$ cat src/rtl/instr_fetch_unit_pkg.sv
// Shared constants and types for the instruction fetch unit.
package instr_fetch_unit_pkg;

  localparam logic [31:0] RESET_PC_DEFAULT = 32'h0000_0000;
  localparam logic [31:0] PC_INC           = 32'd4;
  localparam logic [31:0] PC_READ_OFS      = 32'd8;

  // One buffered fetch result: the word and the address it was fetched from.
  typedef struct packed {
    logic [31:0] addr;
    logic [31:0] instr;
  } fetch_entry_t;

  // Clear the byte-offset bits so every fetch address is word aligned.
  function automatic logic [31:0] align_word(input logic [31:0] addr);
    return addr & 32'hFFFF_FFFC;
  endfunction

endpackage

$ cat src/rtl/instr_fetch_unit_if.sv
// Instruction-memory request/response bus between the fetch unit and memory.
interface instr_fetch_unit_if;

  logic        IMemReqValid;
  logic [31:0] IMemReqAddr;
  logic        IMemReqReady;
  logic        IMemRespValid;
  logic [31:0] IMemRespData;

  // Fetch side issues requests and consumes responses.
  modport master (
    output IMemReqValid, IMemReqAddr,
    input  IMemReqReady, IMemRespValid, IMemRespData
  );

  // Memory side accepts requests and returns words in order.
  modport slave (
    input  IMemReqValid, IMemReqAddr,
    output IMemReqReady, IMemRespValid, IMemRespData
  );

endinterface

$ cat src/rtl/instr_fetch_unit_fifo.sv
// DEPTH-entry synchronous FIFO of {addr, instr}; flush beats push and pop.
module instr_fifo
  import instr_fetch_unit_pkg::*;
#(
  parameter int DEPTH = 2
) (
  input  logic                       clk_i,
  input  logic                       rst_i,
  input  logic                       push_i,
  input  logic                       pop_i,
  input  logic                       flush_i,
  input  fetch_entry_t               wdata_i,
  output fetch_entry_t               rdata_o,
  output logic                       full_o,
  output logic                       empty_o,
  output logic [$clog2(DEPTH):0]     count_o
);

  localparam int AW = $clog2(DEPTH);
  localparam int CW = AW + 1;
  localparam logic [CW-1:0] DEPTH_C = CW'(DEPTH);

  fetch_entry_t  entry_q [DEPTH];
  logic [AW-1:0] wr_ptr_q, wr_ptr_d;
  logic [AW-1:0] rd_ptr_q, rd_ptr_d;
  logic [CW-1:0] count_q, count_d;
  logic          do_push, do_pop;

  assign empty_o = (count_q == '0);
  assign full_o  = (count_q == DEPTH_C);
  assign count_o = count_q;
  assign rdata_o = entry_q[rd_ptr_q];

  assign do_push = push_i && !full_o;
  assign do_pop  = pop_i && !empty_o;

  // Write the incoming entry at the tail.
  // NOTE: the storage array is deliberately not reset; count_q alone marks which entries are live.
  always_ff @(posedge clk_i) begin
    if (do_push && !flush_i) begin
      entry_q[wr_ptr_q] <= wdata_i;
    end
  end

  // Next pointers and occupancy; a flush returns everything to empty.
  // NOTE: every output gets a default first so no path holds a stale value (no latch inferred).
  always_comb begin
    wr_ptr_d = wr_ptr_q;
    rd_ptr_d = rd_ptr_q;
    count_d  = count_q;
    if (flush_i) begin
      wr_ptr_d = '0;
      rd_ptr_d = '0;
      count_d  = '0;
    end else begin
      if (do_push) wr_ptr_d = wr_ptr_q + 1'b1;
      if (do_pop)  rd_ptr_d = rd_ptr_q + 1'b1;
      if (do_push && !do_pop)      count_d = count_q + 1'b1;
      else if (!do_push && do_pop) count_d = count_q - 1'b1;
    end
  end

  // Pointer and count registers with synchronous reset.
  // NOTE: non-blocking assignments so every register updates from pre-edge values.
  always_ff @(posedge clk_i) begin
    if (rst_i) begin
      wr_ptr_q <= '0;
      rd_ptr_q <= '0;
      count_q  <= '0;
    end else begin
      wr_ptr_q <= wr_ptr_d;
      rd_ptr_q <= rd_ptr_d;
      count_q  <= count_d;
    end
  end

endmodule

$ cat src/rtl/instr_fetch_unit.sv
// Fetch stage: owns the PC, issues credit-limited in-order memory requests,
// buffers returned words and squashes wrong-path responses after a redirect.
module instr_fetch_unit
  import instr_fetch_unit_pkg::*;
#(
  parameter logic [31:0] RESET_PC = RESET_PC_DEFAULT,
  parameter int          DEPTH    = 2
) (
  input  logic                      CLK,
  input  logic                      RESET,
  instr_fetch_unit_if.master        imem,
  input  logic                      PCSrc,
  input  logic [31:0]               BranchTarget,
  output logic [31:0]               Instr,
  output logic [31:0]               PCPlus8,
  output logic                      InstrValid,
  input  logic                      InstrReady
);

  localparam int CW = $clog2(DEPTH) + 1;
  localparam logic [CW:0] DEPTH_W = (CW + 1)'(DEPTH);

  logic [31:0]   fetch_pc_q, fetch_pc_d;
  logic [31:0]   resp_pc_q, resp_pc_d;
  logic [CW-1:0] in_flight_q, in_flight_d;
  logic [CW-1:0] discard_q, discard_d;
  logic [CW-1:0] fifo_count;
  logic [CW:0]   credit_used;
  logic          fifo_full, fifo_empty;
  logic          req_accept, consume, redirect, resp_drop, push;
  fetch_entry_t  head, push_entry;

  // Requests in flight plus buffered words may never exceed the FIFO size.
  assign credit_used       = {1'b0, in_flight_q} + {1'b0, fifo_count};
  assign imem.IMemReqValid = !RESET && (credit_used < DEPTH_W);
  assign imem.IMemReqAddr  = fetch_pc_q;
  assign req_accept        = imem.IMemReqValid && imem.IMemReqReady;

  assign InstrValid = !fifo_empty;
  assign consume    = InstrValid && InstrReady;
  assign redirect   = consume && PCSrc;

  // A response is dropped while old-path words are still owed, or when it
  // lands in the very cycle the pipe redirects.
  assign resp_drop  = (discard_q != '0) || redirect;
  assign push       = imem.IMemRespValid && !resp_drop && (!fifo_full || consume);
  assign push_entry = '{addr: resp_pc_q, instr: imem.IMemRespData};

  // Outputs read as zero whenever nothing is buffered.
  assign Instr   = fifo_empty ? '0 : head.instr;
  assign PCPlus8 = fifo_empty ? '0 : head.addr + PC_READ_OFS;

  instr_fifo #(
    .DEPTH (DEPTH)
  ) u_fifo (
    .clk_i   (CLK),
    .rst_i   (RESET),
    .push_i  (push),
    .pop_i   (consume),
    .flush_i (redirect),
    .wdata_i (push_entry),
    .rdata_o (head),
    .full_o  (fifo_full),
    .empty_o (fifo_empty),
    .count_o (fifo_count)
  );

  // Next PC, in-flight count, discard count and the address tag of the next kept response.
  always_comb begin
    in_flight_d = in_flight_q;
    if (req_accept && !imem.IMemRespValid)      in_flight_d = in_flight_q + 1'b1;
    else if (!req_accept && imem.IMemRespValid) in_flight_d = in_flight_q - 1'b1;

    discard_d = discard_q;
    if (redirect) begin
      // Everything still unanswered after this edge belongs to the old path.
      discard_d = in_flight_d;
    end else if (imem.IMemRespValid && (discard_q != '0)) begin
      discard_d = discard_q - 1'b1;
    end

    fetch_pc_d = fetch_pc_q;
    if (redirect)        fetch_pc_d = align_word(BranchTarget);
    else if (req_accept) fetch_pc_d = fetch_pc_q + PC_INC;

    // Kept responses are consecutive words starting at the last redirect target.
    resp_pc_d = resp_pc_q;
    if (redirect)  resp_pc_d = align_word(BranchTarget);
    else if (push) resp_pc_d = resp_pc_q + PC_INC;
  end

  // Fetch-state registers with synchronous reset.
  always_ff @(posedge CLK) begin
    if (RESET) begin
      fetch_pc_q  <= RESET_PC;
      resp_pc_q   <= RESET_PC;
      in_flight_q <= '0;
      discard_q   <= '0;
    end else begin
      fetch_pc_q  <= fetch_pc_d;
      resp_pc_q   <= resp_pc_d;
      in_flight_q <= in_flight_d;
      discard_q   <= discard_d;
    end
  end

endmodule

$ cat src/flat_wrapper.sv
// flat-port wrapper written by rule: the top's interface ports become plain ports
module instr_fetch_unit_flat import instr_fetch_unit_pkg::*;
#(
  parameter logic [31:0] RESET_PC = RESET_PC_DEFAULT,
  parameter int          DEPTH    = 2
)
  (CLK, RESET, PCSrc, BranchTarget, Instr, PCPlus8, InstrValid, InstrReady, imem_IMemReqValid, imem_IMemReqAddr, imem_IMemReqReady, imem_IMemRespValid, imem_IMemRespData);
  instr_fetch_unit_if imem_i ();
  input  logic CLK;
  input  logic RESET;
  input  logic PCSrc;
  input  logic [31:0] BranchTarget;
  output logic [31:0] Instr;
  output logic [31:0] PCPlus8;
  output logic InstrValid;
  input  logic InstrReady;
  output wire logic [$bits(imem_i.IMemReqValid)-1:0] imem_IMemReqValid;
  output wire logic [$bits(imem_i.IMemReqAddr)-1:0] imem_IMemReqAddr;
  input wire logic [$bits(imem_i.IMemReqReady)-1:0] imem_IMemReqReady;
  input wire logic [$bits(imem_i.IMemRespValid)-1:0] imem_IMemRespValid;
  input wire logic [$bits(imem_i.IMemRespData)-1:0] imem_IMemRespData;
  assign imem_IMemReqValid = imem_i.IMemReqValid;
  assign imem_IMemReqAddr = imem_i.IMemReqAddr;
  assign imem_i.IMemReqReady = imem_IMemReqReady;
  assign imem_i.IMemRespValid = imem_IMemRespValid;
  assign imem_i.IMemRespData = imem_IMemRespData;
  instr_fetch_unit #(.RESET_PC(RESET_PC), .DEPTH(DEPTH)) u_core (.CLK(CLK), .RESET(RESET), .imem(imem_i), .PCSrc(PCSrc), .BranchTarget(BranchTarget), .Instr(Instr), .PCPlus8(PCPlus8), .InstrValid(InstrValid), .InstrReady(InstrReady));
endmodule
$ cat config.mk
export PLATFORM = sky130hd
export DESIGN_NAME = instr_fetch_unit_flat
export DESIGN_NICKNAME = d
export VERILOG_FILES = /design/src/rtl/instr_fetch_unit_pkg.sv /design/src/rtl/instr_fetch_unit_if.sv /design/src/rtl/instr_fetch_unit_fifo.sv /design/src/rtl/instr_fetch_unit.sv /design/src/flat_wrapper.sv
export SDC_FILE = /design/constraint.sdc
export NUM_CORES = 1
export LEC_CHECK = 0
export ABC_AREA = 1
export CORE_AREA = 5 5 160 162
export DETAILED_ROUTE_END_ITERATION = 16
export DIE_AREA = 0 0 165 167
export DONT_BUFFER_PORTS = 1
export SLEW_MARGIN = 40
export SYNTH_ARGS = -nofsm -noshare
export SYNTH_HDL_FRONTEND = slang
export SYNTH_SLANG_ARGS = --single-unit
export TNS_END_PERCENT = 100
$ cat constraint.sdc
create_clock -name CLK -period 6.13 [get_ports CLK]
set_clock_uncertainty 0.2 [all_clocks]
set_input_delay 0.3065 -clock CLK [delete_from_list [all_inputs] [get_ports CLK]]
set_output_delay 0.3065 -clock CLK [all_outputs]
set_load 0.02 [all_outputs]
Word-level counts from Yosys, hierarchy flattened

Memories as Yosys holds them, arrays and structs flattened. A register that Yosys moved wholly into a read port is not among the register bits.
Index checks and enable logic that the tools add are counted.

Magnitude comparators: 1
Add/sub/neg operators: 11
Eq/ne operators: 1
Multiplexer cells: 16
Reduce and logical (&&, ||, !) cells: 32

Operator list:

| kind                    | number |
|---|---|
| $mux W32                | 6 |
| $add A32 B3 Y32 const B | 2 |
| $add A32 B4 Y32 const B | 1 |
| $logic_and A1 B1 Y1     | 14 |
| $mux W2                 | 6 |
| $reduce_bool A2 Y1      | 5 |
| $logic_not A1 Y1        | 9 |
| $sub A2 B1 Y2 const B   | 3 |
| $add A2 B1 Y2 const B   | 2 |
| $mux W1                 | 4 |
| $add A2 B2 Y3           | 1 |
| $lt A3 B2 Y1 const B    | 1 |
| $add A1 B1 Y1 const B   | 2 |
| $eq A2 B2 Y1 const B    | 1 |
| $logic_not A2 Y1        | 1 |
| $logic_or A1 B1 Y1      | 2 |
| $reduce_or A2 Y1        | 1 |

Input port bits: 70
Memories kept: 1
Register bits after elaboration: 72
Bits in writable memories: 128
Logic and storage cells: 71

Memory list:

| name                  | depth | bits a word | read ports | clocked after memory_dff | write ports | RTL line                    | source |
|---|---|---|---|---|---|---|---|
| u_core.u_fifo.entry_q | 2     | 64          | 1          | 1                        | 1           | instr_fetch_unit_fifo.sv:23 | `fetch_entry_t entry_q [DEPTH];` |

Depth between registers and ports, before layout

Gate-level depths: netlist of the first run.

Word-level depth: 13
Mapped depth: 14

Cells and area by module

A second synthesis of the first run with hierarchy kept.

Cell total of the unflattened synthesis: 1283
Area total of the unflattened synthesis: 10909.2 sq um

By module, submodules not included:

| module           | times used | area each (sq um) | cells each |
|---|---|---|---|
| instr_fetch_unit | 1          | 5735.5            | 1046 |
| instr_fifo       | 1          | 5173.7            | 237 |

Worst setup path before layout of the first run

No wires, ideal clock.

Kind: reg-to-reg
Start: register u_core.u_fifo.count_q[0], in the netlist u_core.u_fifo.count_o[0]
End: memory u_core.u_fifo.entry_q[0][0] (netlist name), enable pin
Cell stages (with the launch flop): 7
Slack: 1822 ps
Library setup time: 484 ps
Data arrival time: 3625 ps
Clock period less this slack: 4308 ps
Data required time: 5446 ps
Cell sequence: dfxtp_1 nor2_4 nor2_2 nand2_2 buf_2 nand3_1 nor2_1

Cells in the longest elaborated chain, start to end: 12
Elaborated cells on any way between the ends: 16

Ends and longest elaborated chain:

| what                              | RTL line                    | source |
|---|---|---|
| from (decl)                       | instr_fetch_unit_fifo.sv:26 | `logic [CW-1:0] count_q, count_d;` |
| from (signal assigned)            | instr_fetch_unit_fifo.sv:73 | `count_q <= count_d;` |
| $logic_not A2 Y1                  | instr_fetch_unit_fifo.sv:29 | `assign empty_o = (count_q == '0);` |
| $logic_not A1 Y1                  | instr_fetch_unit.sv:39      | `assign InstrValid = !fifo_empty;` |
| $logic_and A1 B1 Y1               | instr_fetch_unit.sv:40      | `assign consume = InstrValid && InstrReady;` |
| $logic_and A1 B1 Y1               | instr_fetch_unit.sv:41      | `assign redirect = consume && PCSrc;` |
| $logic_or A1 B1 Y1                | instr_fetch_unit.sv:45      | `assign resp_drop = (discard_q != '0) \|\| redirect;` |
| $logic_not A1 Y1                  | instr_fetch_unit.sv:46      | `assign push = imem.IMemRespValid && !resp_drop && (!fifo_full \|\| consume);` |
| $logic_and A1 B1 Y1 (2 in a row)  | instr_fetch_unit.sv:46      |  |
| $logic_and A1 B1 Y1               | instr_fetch_unit_fifo.sv:34 | `assign do_push = push_i && !full_o;` |
| $logic_and A1 B1 Y1 (*)           | instr_fetch_unit_fifo.sv:40 | `if (do_push && !flush_i) begin` |
| $mux W1 (*)                       | instr_fetch_unit_fifo.sv:40 |  |
| $mux W1 (not written as such) (*) | instr_fetch_unit_fifo.sv:41 | `entry_q[wr_ptr_q] <= wdata_i;` |
| to (decl)                         | instr_fetch_unit_fifo.sv:23 |  |

Every way passes the cells marked *; elsewhere a longest branch is shown, timed or not.

==> impl_metrics.tcl, run 1 <==
set metrics [dict create \
    drv_slew 0 \
    syn_inst 1396 \
    final.setup.tns_ps 0 \
    io_pins 168 \
    layout-drive-gt1-share_pct 7.92 \
    cp_max_fo 68 \
    routed_wirelength_um 28000 \
    synth_flop_cell "edfxtp_1" \
    status "completed" \
    cts_max_level 4 \
    antenna_found_initial 0 \
    insertion_delay_ps 440 \
    gp_congestion 0.968 \
    reg2reg_slack_ps 2550 \
    fp-row-count 57 \
    p_leak_uw 0.00470 \
    yosysUniqueCellTypes 46 \
    via_per_inst 5.11 \
    wl_per_cell_um 15.8 \
    grt_max_degree 69 \
    setup_violations 0 \
    endpoint_kind "output pin" \
    stdcell_count 1776 \
    grt_pass1_wl_um 44700 \
    layout_common_cells "nand2_1, nor2_1, edfxtp_1" \
    grt_overflow 0 \
    clockBufferDepth 2 \
    fp.dieH_um 167 \
    drc 0 \
    yosys_warnings 0 \
    fp.coreArea_sq_mm 0.0240 \
    synth_edf_count 124 \
    power_uw 5220 \
    grt_pass1_vias 8628 \
    hold_violations 0 \
    crit_cells 9 \
    synth_seq_area_share_pct 48.0 \
    worstHoldPathType "in2reg" \
    rr_endpoint "u_core.u_fifo.entry_q[0][50]$_DFFE_PP_" \
    dp_hpwl_um 19900 \
    start_util_pct 44.4 \
    die_x_um 165 \
    insertedDiodeCount 0 \
    rsz0062_at_grt "false" \
    relSlewSlack_pct 47.3 \
    worstPathArrival_ps 3240 \
    routed-via-count 9073 \
    cts-root-buf "clkbuf_16" \
    path_class "reg2out" \
    place_area_sq_mm 0.0108 \
    cpMaxStageDelayCell "dfxtp_2" \
    fmax_mhz 267 \
    crit_buf_inv 2 \
    timing.rr.start "u_core.u_fifo.count_o[1]$_SDFFE_PP0P_" \
    fillCellCount 2348 \
    fin_area_sq_mm 0.0121 \
    ant_nets 0 \
    final_common_cell "nand2_1" \
    cts.sinks 193 \
    syn_area_sq_mm 0.0106 \
    worstPathRequired_ps 5620 \
    holdPathStages 4 \
    startpoint_type "flip-flop" \
    ff2ff_path_depth 8 \
    fin_crit_sh_pct 61.2 \
    endpoint "PCPlus8[11]" \
    cts.clk_slew.worst_paths_ps 80 \
    ys_ff_latch 193 \
    max_slew.worst_pin.slew_ps 790 \
    postSynth.asyncResetShare_pct 0 \
    dr.pass1.iters 5 \
    place_inst 1680 \
    period_minus_slack_ps 3750 \
    fin_nets 1515 \
    critical-path-top-delay-family "simple AND/OR/NAND/NOR gates" \
    ir_worst_vdd_mv 0.202 \
    maxCapViolations 0 \
    port_buffers 0 \
    die_area_sq_mm 0.0276 \
    cts_made_buffers 17 \
    drt_first_iter_violations 670 \
    syn-mean-instance-area_sq_um 7.62 \
    cts.repair.resized 0 \
    path_cells "inv_8 -> o21ai_4 -> ha_1 -> nand2_4 -> nor2_4 -> inv_2 -> nor2_2 -> nor2_1 -> nor3_1" \
    area_delta_synth_final_pct 13.9 \
    power_density_mw_per_mm2 430 \
    grt_usage_pct 20.3 \
    cts_tree "yes" \
    cpPeakStageDelay_ps 840 \
]
power breakdown:
part	switching, uW	internal [uW]	total [uW]
Sequential	365	1810	2170
Clock	596	578	1170
Combinational	1360	512	1870
Total	2320	2900	5220
timing repair:
item,4_1_cts,5_1_grt
hold endpoints to repair,124,0
hold buffers,64,0
setup buffers,0,0
final cells by class:
class | instances | area [sq um] | share of cell area, %
Sequential cell | 193 | 5110 | 42.1
Multi-Input combinational cell | 1046 | 4830 | 39.8
Timing Repair Buffer | 73 | 716 | 5.91
Clock buffer | 17 | 425 | 3.51
Inverter | 108 | 413 | 3.41
Tap cell | 324 | 405 | 3.35
Clock inverter | 15 | 224 | 1.85
metrics by stage:
stage               utilization [%]  setup WS (ps)  hold slack [ps]
finish                         50.6           2380             21.3
global route                   50.6           2150             51.6
CTS                            50.6           2300             3.88
detailed placement             45.2           2490              182
global placement               45.1           2140              180
floorplan                         -           1820              205
cells in the mapped netlist, types with 9 or more instances:
master    instances  area share, %
a21oi_1          85            4.0
a31oi_1          13           0.76
buf_2            15           0.71
buf_4            11           0.78
clkbuf_1         12           0.42
dfxtp_1          69             13
edfxtp_1        124             35
inv_1           102            3.6
nand2_1         489             17
nand2_2          25            1.5
nand2_4           9           0.95
nand3_1          65            3.1
nand3b_1         18            1.3
nor2_1          183            6.5
nor2_2           15           0.88
nor2_4            9           0.95
o21ai_0          68            3.2
layer usage:
layer  GRT usage, %  vias to the layer above  share of wire [%]
li1               -                     4610                  -
met1           27.2                     4174                 45
met2           32.5                      251                 47
met3           4.30                       38                5.7
met4           6.91                        0                2.5
met5              0                        -                  0
registers in the layout, indices dropped and copies added (netlist names), named ones only:
signal and count:
u_core.u_fifo.wr_ptr_q 1, u_core.imem.IMemReqAddr 30, u_core.in_flight_q 2, u_core.u_fifo.rd_ptr_q 1
u_core.u_fifo.entry_q 124, u_core.resp_pc_q 30, u_core.discard_q 2, u_core.u_fifo.count_o 2
worst min path at each step:
stage	slack, ps	start	to
floorplan	210	imem_IMemRespData[0]	u_core.u_fifo.entry_q[0][0]$_DFFE_PP_
global placement	180	RESET	u_core.resp_pc_q[2]$_SDFFE_PP0P_
detailed placement	180	RESET	u_core.resp_pc_q[2]$_SDFFE_PP0P_
CTS	4	BranchTarget[21]	u_core.imem.IMemReqAddr[21]$_SDFFE_PP0P_
global route	50	BranchTarget[21]	u_core.imem.IMemReqAddr[21]$_SDFFE_PP0P_
finish	20	BranchTarget[21]	u_core.imem.IMemReqAddr[21]$_SDFFE_PP0P_
kinds of logic after synthesis:
kind of cell | synth area share [%]
flip-flops | 48.0
AO/OA/AOI/OAI | 9.29
XOR/XNOR | 1.07
buffers and inverters | 6.88
AND/OR/NAND/NOR | 34.0
other | 0.0352
adder cells (fa/ha/maj) | 0.776
worst reg2reg max path, delay by kind of cell, from the launching register on:
| kind | cells | cell delay [ps] |
|---|---|---|
| flip-flops | 1 | 400 |
| AND/OR/NAND/NOR | 5 | 900 |
| buffers and inverters | 3 | 1670 |
Power figures use the tool's default switching activity.
==> inputs of run 2 (changes only) <==
--- a/config.mk
+++ b/config.mk
@@ -5,10 +5,10 @@
 export SDC_FILE = /design/constraint.sdc
 export NUM_CORES = 1
 export LEC_CHECK = 0
-export ABC_AREA = 1
-export CORE_AREA = 5 5 160 162
+export ABC_AREA = 0
+export CORE_AREA = 5 5 148 150
 export DETAILED_ROUTE_END_ITERATION = 16
-export DIE_AREA = 0 0 165 167
+export DIE_AREA = 0 0 153 155
 export DONT_BUFFER_PORTS = 1
 export SLEW_MARGIN = 40
 export SYNTH_ARGS = -nofsm -noshare
==> constraint.sdc (replaced) <==
create_clock -name CLK -period 3.71 [get_ports CLK]
set_clock_uncertainty 0.2 [all_clocks]
set_input_delay 0.1855 -clock CLK [delete_from_list [all_inputs] [get_ports CLK]]
set_output_delay 0.1855 -clock CLK [all_outputs]
set_load 0.02 [all_outputs]
==> impl_metrics.tcl, run 2 <==
set metrics [dict create \
    cts.repair.resized 0 \
    synth_mux_area_share_pct 7.00 \
    ys_ff_latch 193 \
    synth_top_family_by_area "simple AND/OR/NAND/NOR gates" \
    fp.coreArea_sq_mm 0.0206 \
    synth_xor_area_share_pct 7.10 \
    drt_first_iter_violations 432 \
    p_leak_uw 0.00344 \
    insertion_delay_ps 420 \
    antenna_found_initial 0 \
    fin_area_sq_mm 0.0107 \
    final_common_cell "edfxtp_1" \
    setup_violations 0 \
    routed_wirelength_um 19900 \
    ff2ff_path_depth 8 \
    setup_ws_ps 295 \
    path_class "reg2out" \
    reg2reg_slack_ps 490 \
    fp.dieH_um 155 \
    worstHoldPathType "in2reg" \
    ir_worst_vdd_mv 0.371 \
    postSynth.asyncResetShare_pct 0 \
    clockBufferDepth 2 \
    ant_nets 0 \
    area_delta_synth_final_pct 18.5 \
    insertedDiodeCount 0 \
    relSlewSlack_pct 45.9 \
    cts_setup_buffers 0 \
    max_slew.worst_pin.slew_ps 811 \
    synth_edf_count 124 \
    layout_common_cells "edfxtp_1, a21oi_1, dlygate4sd3_1, dfxtp_1, nor2_1" \
    largest_register_ffs 124 \
    cts.clk_slew.worst_paths_ps 70 \
    cp_max_fo 47 \
    yosys_warnings 0 \
    post-synth-top-area-cell "edfxtp_1" \
    synth_seq_area_share_pct 56.7 \
    regArea_sq_mm 0.00511 \
    cts.sinks 193 \
    gp_congestion 0.820 \
    place_area_sq_mm 0.00939 \
    endpoint_kind "output pin" \
    worstPathRequired_ps 3320 \
    worstPathArrival_ps 3030 \
    power_uw 7010 \
    rsz0062_at_grt "false" \
    cts_made_buffers 17 \
    syn_area_sq_mm 0.00901 \
    synth_top_area_share_pct 41.3 \
    grt_pass1_wl_um 31400 \
    synthSimpleGateAreaFrac_pct 15.8 \
    period_minus_slack_ps 3420 \
    grt_max_degree 93 \
    fillCellCount 1828 \
    place_ws_ps 631 \
    grt_pass1_vias 6034 \
    port_buffers 0 \
    syn_inst 787 \
    synth_area_leaders "edfxtp_1, dfxtp_1, mux2i_1, xnor2_1, a21oi_1" \
    grt_overflow 0 \
    holdPathStages 3 \
    hold_violations 0 \
    status "completed" \
    via_per_inst 5.41 \
    drv_slew 0 \
    ys_top_cells_by_count "edfxtp_1, a21oi_1, dfxtp_1" \
    fin_crit_sh_pct 92.1 \
    drc 0 \
    largest_register "u_core.u_fifo.entry_q" \
    synth_flop_cell "edfxtp_1" \
    routed-via-count 6218 \
    fin_nets 937 \
    final.setup.tns_ps 0 \
    wl_per_cell_um 17.3 \
    cts_max_level 4 \
    synth.most_common_cell "edfxtp_1" \
    multi_input_area_sq_mm 0.00365 \
    io_pins 168 \
    power_density_mw_per_mm2 657 \
    fmax_mhz 293 \
    grt_usage_pct 16.4 \
    layout-drive-gt1-share_pct 9.73 \
    maxCapViolations 0 \
    fin_util_pct 51.9 \
    die_area_sq_mm 0.0237 \
    hold_buffers 69 \
    dp_hpwl_um 13900 \
    synth_compound_area_share_pct 9.33 \
    startpoint_type "flip-flop" \
    yosysUniqueCellTypes 58 \
    synthAdderAreaFrac_pct 0.917 \
    dr.pass1.iters 5 \
    start_util_pct 43.8 \
    die_x_um 153 \
    fp-row-count 53 \
    syn-mean-instance-area_sq_um 11.4 \
    cts_tree "yes" \
    cts-root-buf "clkbuf_16" \
]
## run 2: changes by cell type after synthesis, moves of 19 or more
cell      change
inv_1        -86
mux2i_1      +54
nand2_1     -458
nand2_2      -25
nand3_1      -37
nor2_1      -121
nor3_1       +19
o21ai_0      -63
o21bai_1     +27
xnor2_1      +50
## run 2: kinds of logic (layout without fill, tap and decap cells)
logic type / after synthesis / in the layout
other: 1 / 4
and+or+nand+nor: 256 / 256
adders and majority gates: 6 / 6
xor gates and xnor gates: 73 / 73
AOI/OAI and AO/OA: 134 / 134
buffers and inverters: 62 / 146
DFF: 193 / 193
muxes: 62 / 62
## run 2: critical path, cell delays in order (launching register included)
cell,delay (ps)
dfxtp_4,500
buf_12,280
mux2i_1,200
a21oi_2,290
nand4_2,330
or4_1,600
a21oi_1,210
buf_4,180
## run 2: worst paths after layout
check	from	end
worst max-delay path	flip-flop	PCPlus8[30]
worst min-delay path	RESET	u_core.in_flight_q[0]$_SDFF_PP0_
worst max register to register	u_core.u_fifo.count_o[0]$_SDFFE_PP0P_	u_core.discard_q[1]$_SDFFE_PP0P_
worst min register to register	u_core.resp_pc_q[29]$_SDFFE_PP0P_	u_core.u_fifo.entry_q[0][61]$_DFFE_PP_
## run 2: cell type report
type	instances	area share, %
sequential	193	47.9
multi-input combinational	535	34.2
timing repair buffer	98	8.79
clock buffer	20	4.09
tap	275	3.22
clock inverter	12	1.23
inverter	16	0.563
## run 2: stage by stage
stage / std cells / hold WS, ps
floorplan: 790 / 84.4
global placement: 1048 / 58.8
global route: 1149 / 35.0
finish: 1149 / 9.90
CTS: 1149 / 12.6
detailed placement: 1048 / 59.1
## run 2: per-layer routing
metal | up-vias | GRT usage, % | wire (um) | part of all wire [%]
li1 | 3047 | - | - | -
met1 | 2983 | 22.0 | 9150 | 46
met2 | 175 | 26.3 | 9240 | 46
met3 | 13 | 4.95 | 1350 | 6.8
met4 | 0 | 4.16 | 173 | 0.87
met5 | - | 0 | 0 | 0
## run 2: power by group
group          internal, uW  total (uW)  switching [uW]
Combinational           684        1970            1290
Clock                   995        1760             768
Sequential             2880        3270             389
Total                  4560        7010            2450
==> inputs of run 3 (changes only) <==
--- a/config.mk
+++ b/config.mk
@@ -6,10 +6,11 @@
 export NUM_CORES = 1
 export LEC_CHECK = 0
 export ABC_AREA = 0
-export CORE_AREA = 5 5 148 150
+export CORE_AREA = 5 5 129 131
 export DETAILED_ROUTE_END_ITERATION = 16
-export DIE_AREA = 0 0 153 155
+export DIE_AREA = 0 0 134 136
 export DONT_BUFFER_PORTS = 1
+export PLACE_DENSITY = 0.75
 export SLEW_MARGIN = 40
 export SYNTH_ARGS = -nofsm -noshare
 export SYNTH_HDL_FRONTEND = slang
==> impl_metrics.tcl, run 3 (same netlist as run 2, synthesis figures left out) <==
set metrics [dict create \
    ant_nets 0 \
    ir_worst_vdd_mv 0.379 \
    max_slew.worst_pin.slew_ps 811 \
    fin_crit_sh_pct 90.7 \
    cts_max_level 4 \
    p_leak_uw 0.00345 \
    dr.pass1.iters 4 \
    insertedDiodeCount 0 \
    power_density_mw_per_mm2 665 \
    maxCapViolations 0 \
    relSlewSlack_pct 46.0 \
    worstHoldPathType "in2reg" \
    grt_pass1_vias 6337 \
    routed-via-count 6357 \
    dp_hpwl_um 13500 \
    final_common_cell "edfxtp_1" \
    cts-root-buf "clkbuf_16" \
    fmax_mhz 297 \
    cp_max_fo 28 \
    power_frac_clock_pct 25.1 \
    seq_power_share_pct 46.9 \
    layout-drive-gt1-share_pct 9.85 \
    cts_made_buffers 17 \
    setup_ws_ps 344 \
    antenna_found_initial 0 \
    io_pins 168 \
    startpoint_type "flip-flop" \
    largest_register_ffs 124 \
    power.switching_uw 2490 \
    final.setup.tns_ps 0 \
    endpoint_kind "output pin" \
    port_buffers 0 \
    worstPathRequired_ps 3320 \
    hold_violations 0 \
    place_ws_ps 544 \
    combPwrFrac_pct 28.1 \
    largest_register "u_core.u_fifo.entry_q" \
    start_util_pct 58.2 \
    switching_share_pct 35.4 \
    clockBufferDepth 2 \
    fp.coreArea_sq_mm 0.0155 \
    rsz0062_at_grt "false" \
    reg2reg_slack_ps 470 \
    routed_wirelength_um 20200 \
    layout_common_cells "edfxtp_1, a21oi_1, dlygate4sd3_1, dfxtp_1, nor2_1" \
    die_x_um 134 \
    intPower_uw 4540 \
    cts_tree "yes" \
    drt_first_iter_violations 414 \
    grt_overflow 0 \
    fp-row-count 46 \
    die_area_sq_mm 0.0182 \
    via_per_inst 5.97 \
    cts.repair.resized 0 \
    grt_usage_pct 21.9 \
    path_class "reg2out" \
    setup_violations 0 \
    grt_pass1_wl_um 31900 \
    gp_congestion 0.841 \
    wl_per_cell_um 18.9 \
    period_minus_slack_ps 3370 \
    cts.sinks 193 \
    fp.dieH_um 136 \
    insertion_delay_ps 430 \
    grt_max_degree 93 \
    drc 0 \
    area_delta_synth_final_pct 17.3 \
    worstPathArrival_ps 2980 \
    status "completed" \
    cts.clk_slew.worst_paths_ps 70 \
    fin_nets 936 \
    drv_slew 0 \
]
-- run 3: cell types whose count changed in the layout (fill, tap and decap cells not counted), sizes merged --
cell / change
buf: -1
inv: +3
clkinvlp: -4
clkbuf: +1
bufinv: -2
clkinv: +2
-- run 3: worst paths after layout --
| kind | start | end | depth (start not counted) |
|---|---|---|---|
| hold / removal | imem_IMemReqReady | u_core.imem.IMemReqAddr[3]$_SDFFE_PP0P_ | 4 |
| hold reg to reg | u_core.resp_pc_q[31]$_SDFFE_PP0P_ | u_core.u_fifo.entry_q[0][63]$_DFFE_PP_ | 0 |
| setup / recovery | flip-flop | PCPlus8[25] | 9 |
| setup reg to reg | u_core.u_fifo.count_o[0]$_SDFFE_PP0P_ | u_core.discard_q[1]$_SDFFE_PP0P_ | 8 |
-- run 3: repair_timing --
item | in CTS | in global routing
hold buffers | 69 | 0
buffers inserted | 0 | 1
endpoints found under the setup margin | 0 | 7
hold endpoints to repair | 133 | 0
-- run 3: layer usage --
metal  share of wire (%)  wire length, um  up-vias  track usage [%]
li1                    -                -     3049                -
met1                  42             8550     3034             28.4
met2                  48             9750      244             36.0
met3                 7.2             1460       30             5.59
met4                 2.0              405        0             7.37
met5                   0                0        -                0
-- run 3: power groups by stage --
stage | Sequential (uW) | Clock [uW] | Combinational (uW)
floorplan | 3220 | 0 | 1490
global placement | 3310 | 0 | 1820
detailed placement | 3350 | 0 | 1870
CTS | 3300 | 1800 | 1960
global route | 3350 | 1880 | 2150
finish | 3290 | 1760 | 1970
-- run 3: cell type report --
cell class / instances / area [sq um]
multi-input cells: 535 / 3650
clock buffers: 21 / 493
flip-flops and latches: 193 / 5110
fillers: 1099 / 4920
well taps: 192 / 240
clock inverters: 11 / 86.3
repair buffers: 97 / 927
inverters: 16 / 60.1
-- run 3: stage by stage --
step           total power (uW)  area, sq um  hold WS [ps]  std cells  utilization, %
6_report                   7030        10600          45.2       1065            68.2
5_1_grt                    7380        10600          60.2       1065            68.2
4_1_cts                    7060        10500          29.4       1064            68.1
3_5_place_dp               5220         9260          55.9        963            59.8
3_3_place_gp               5120         9260          58.9        963            59.8
2_1_floorplan              4710         9020          84.4        790               -
-- run 3: critical path: stages, from the launching register on --
cell	delay, ps
dfxtp_4	580
mux2_2	240
ha_1	200
inv_1	80
a211oi_1	340
nand4_1	230
buf_4	230
or3_1	340
a21oi_1	150
buf_4	160
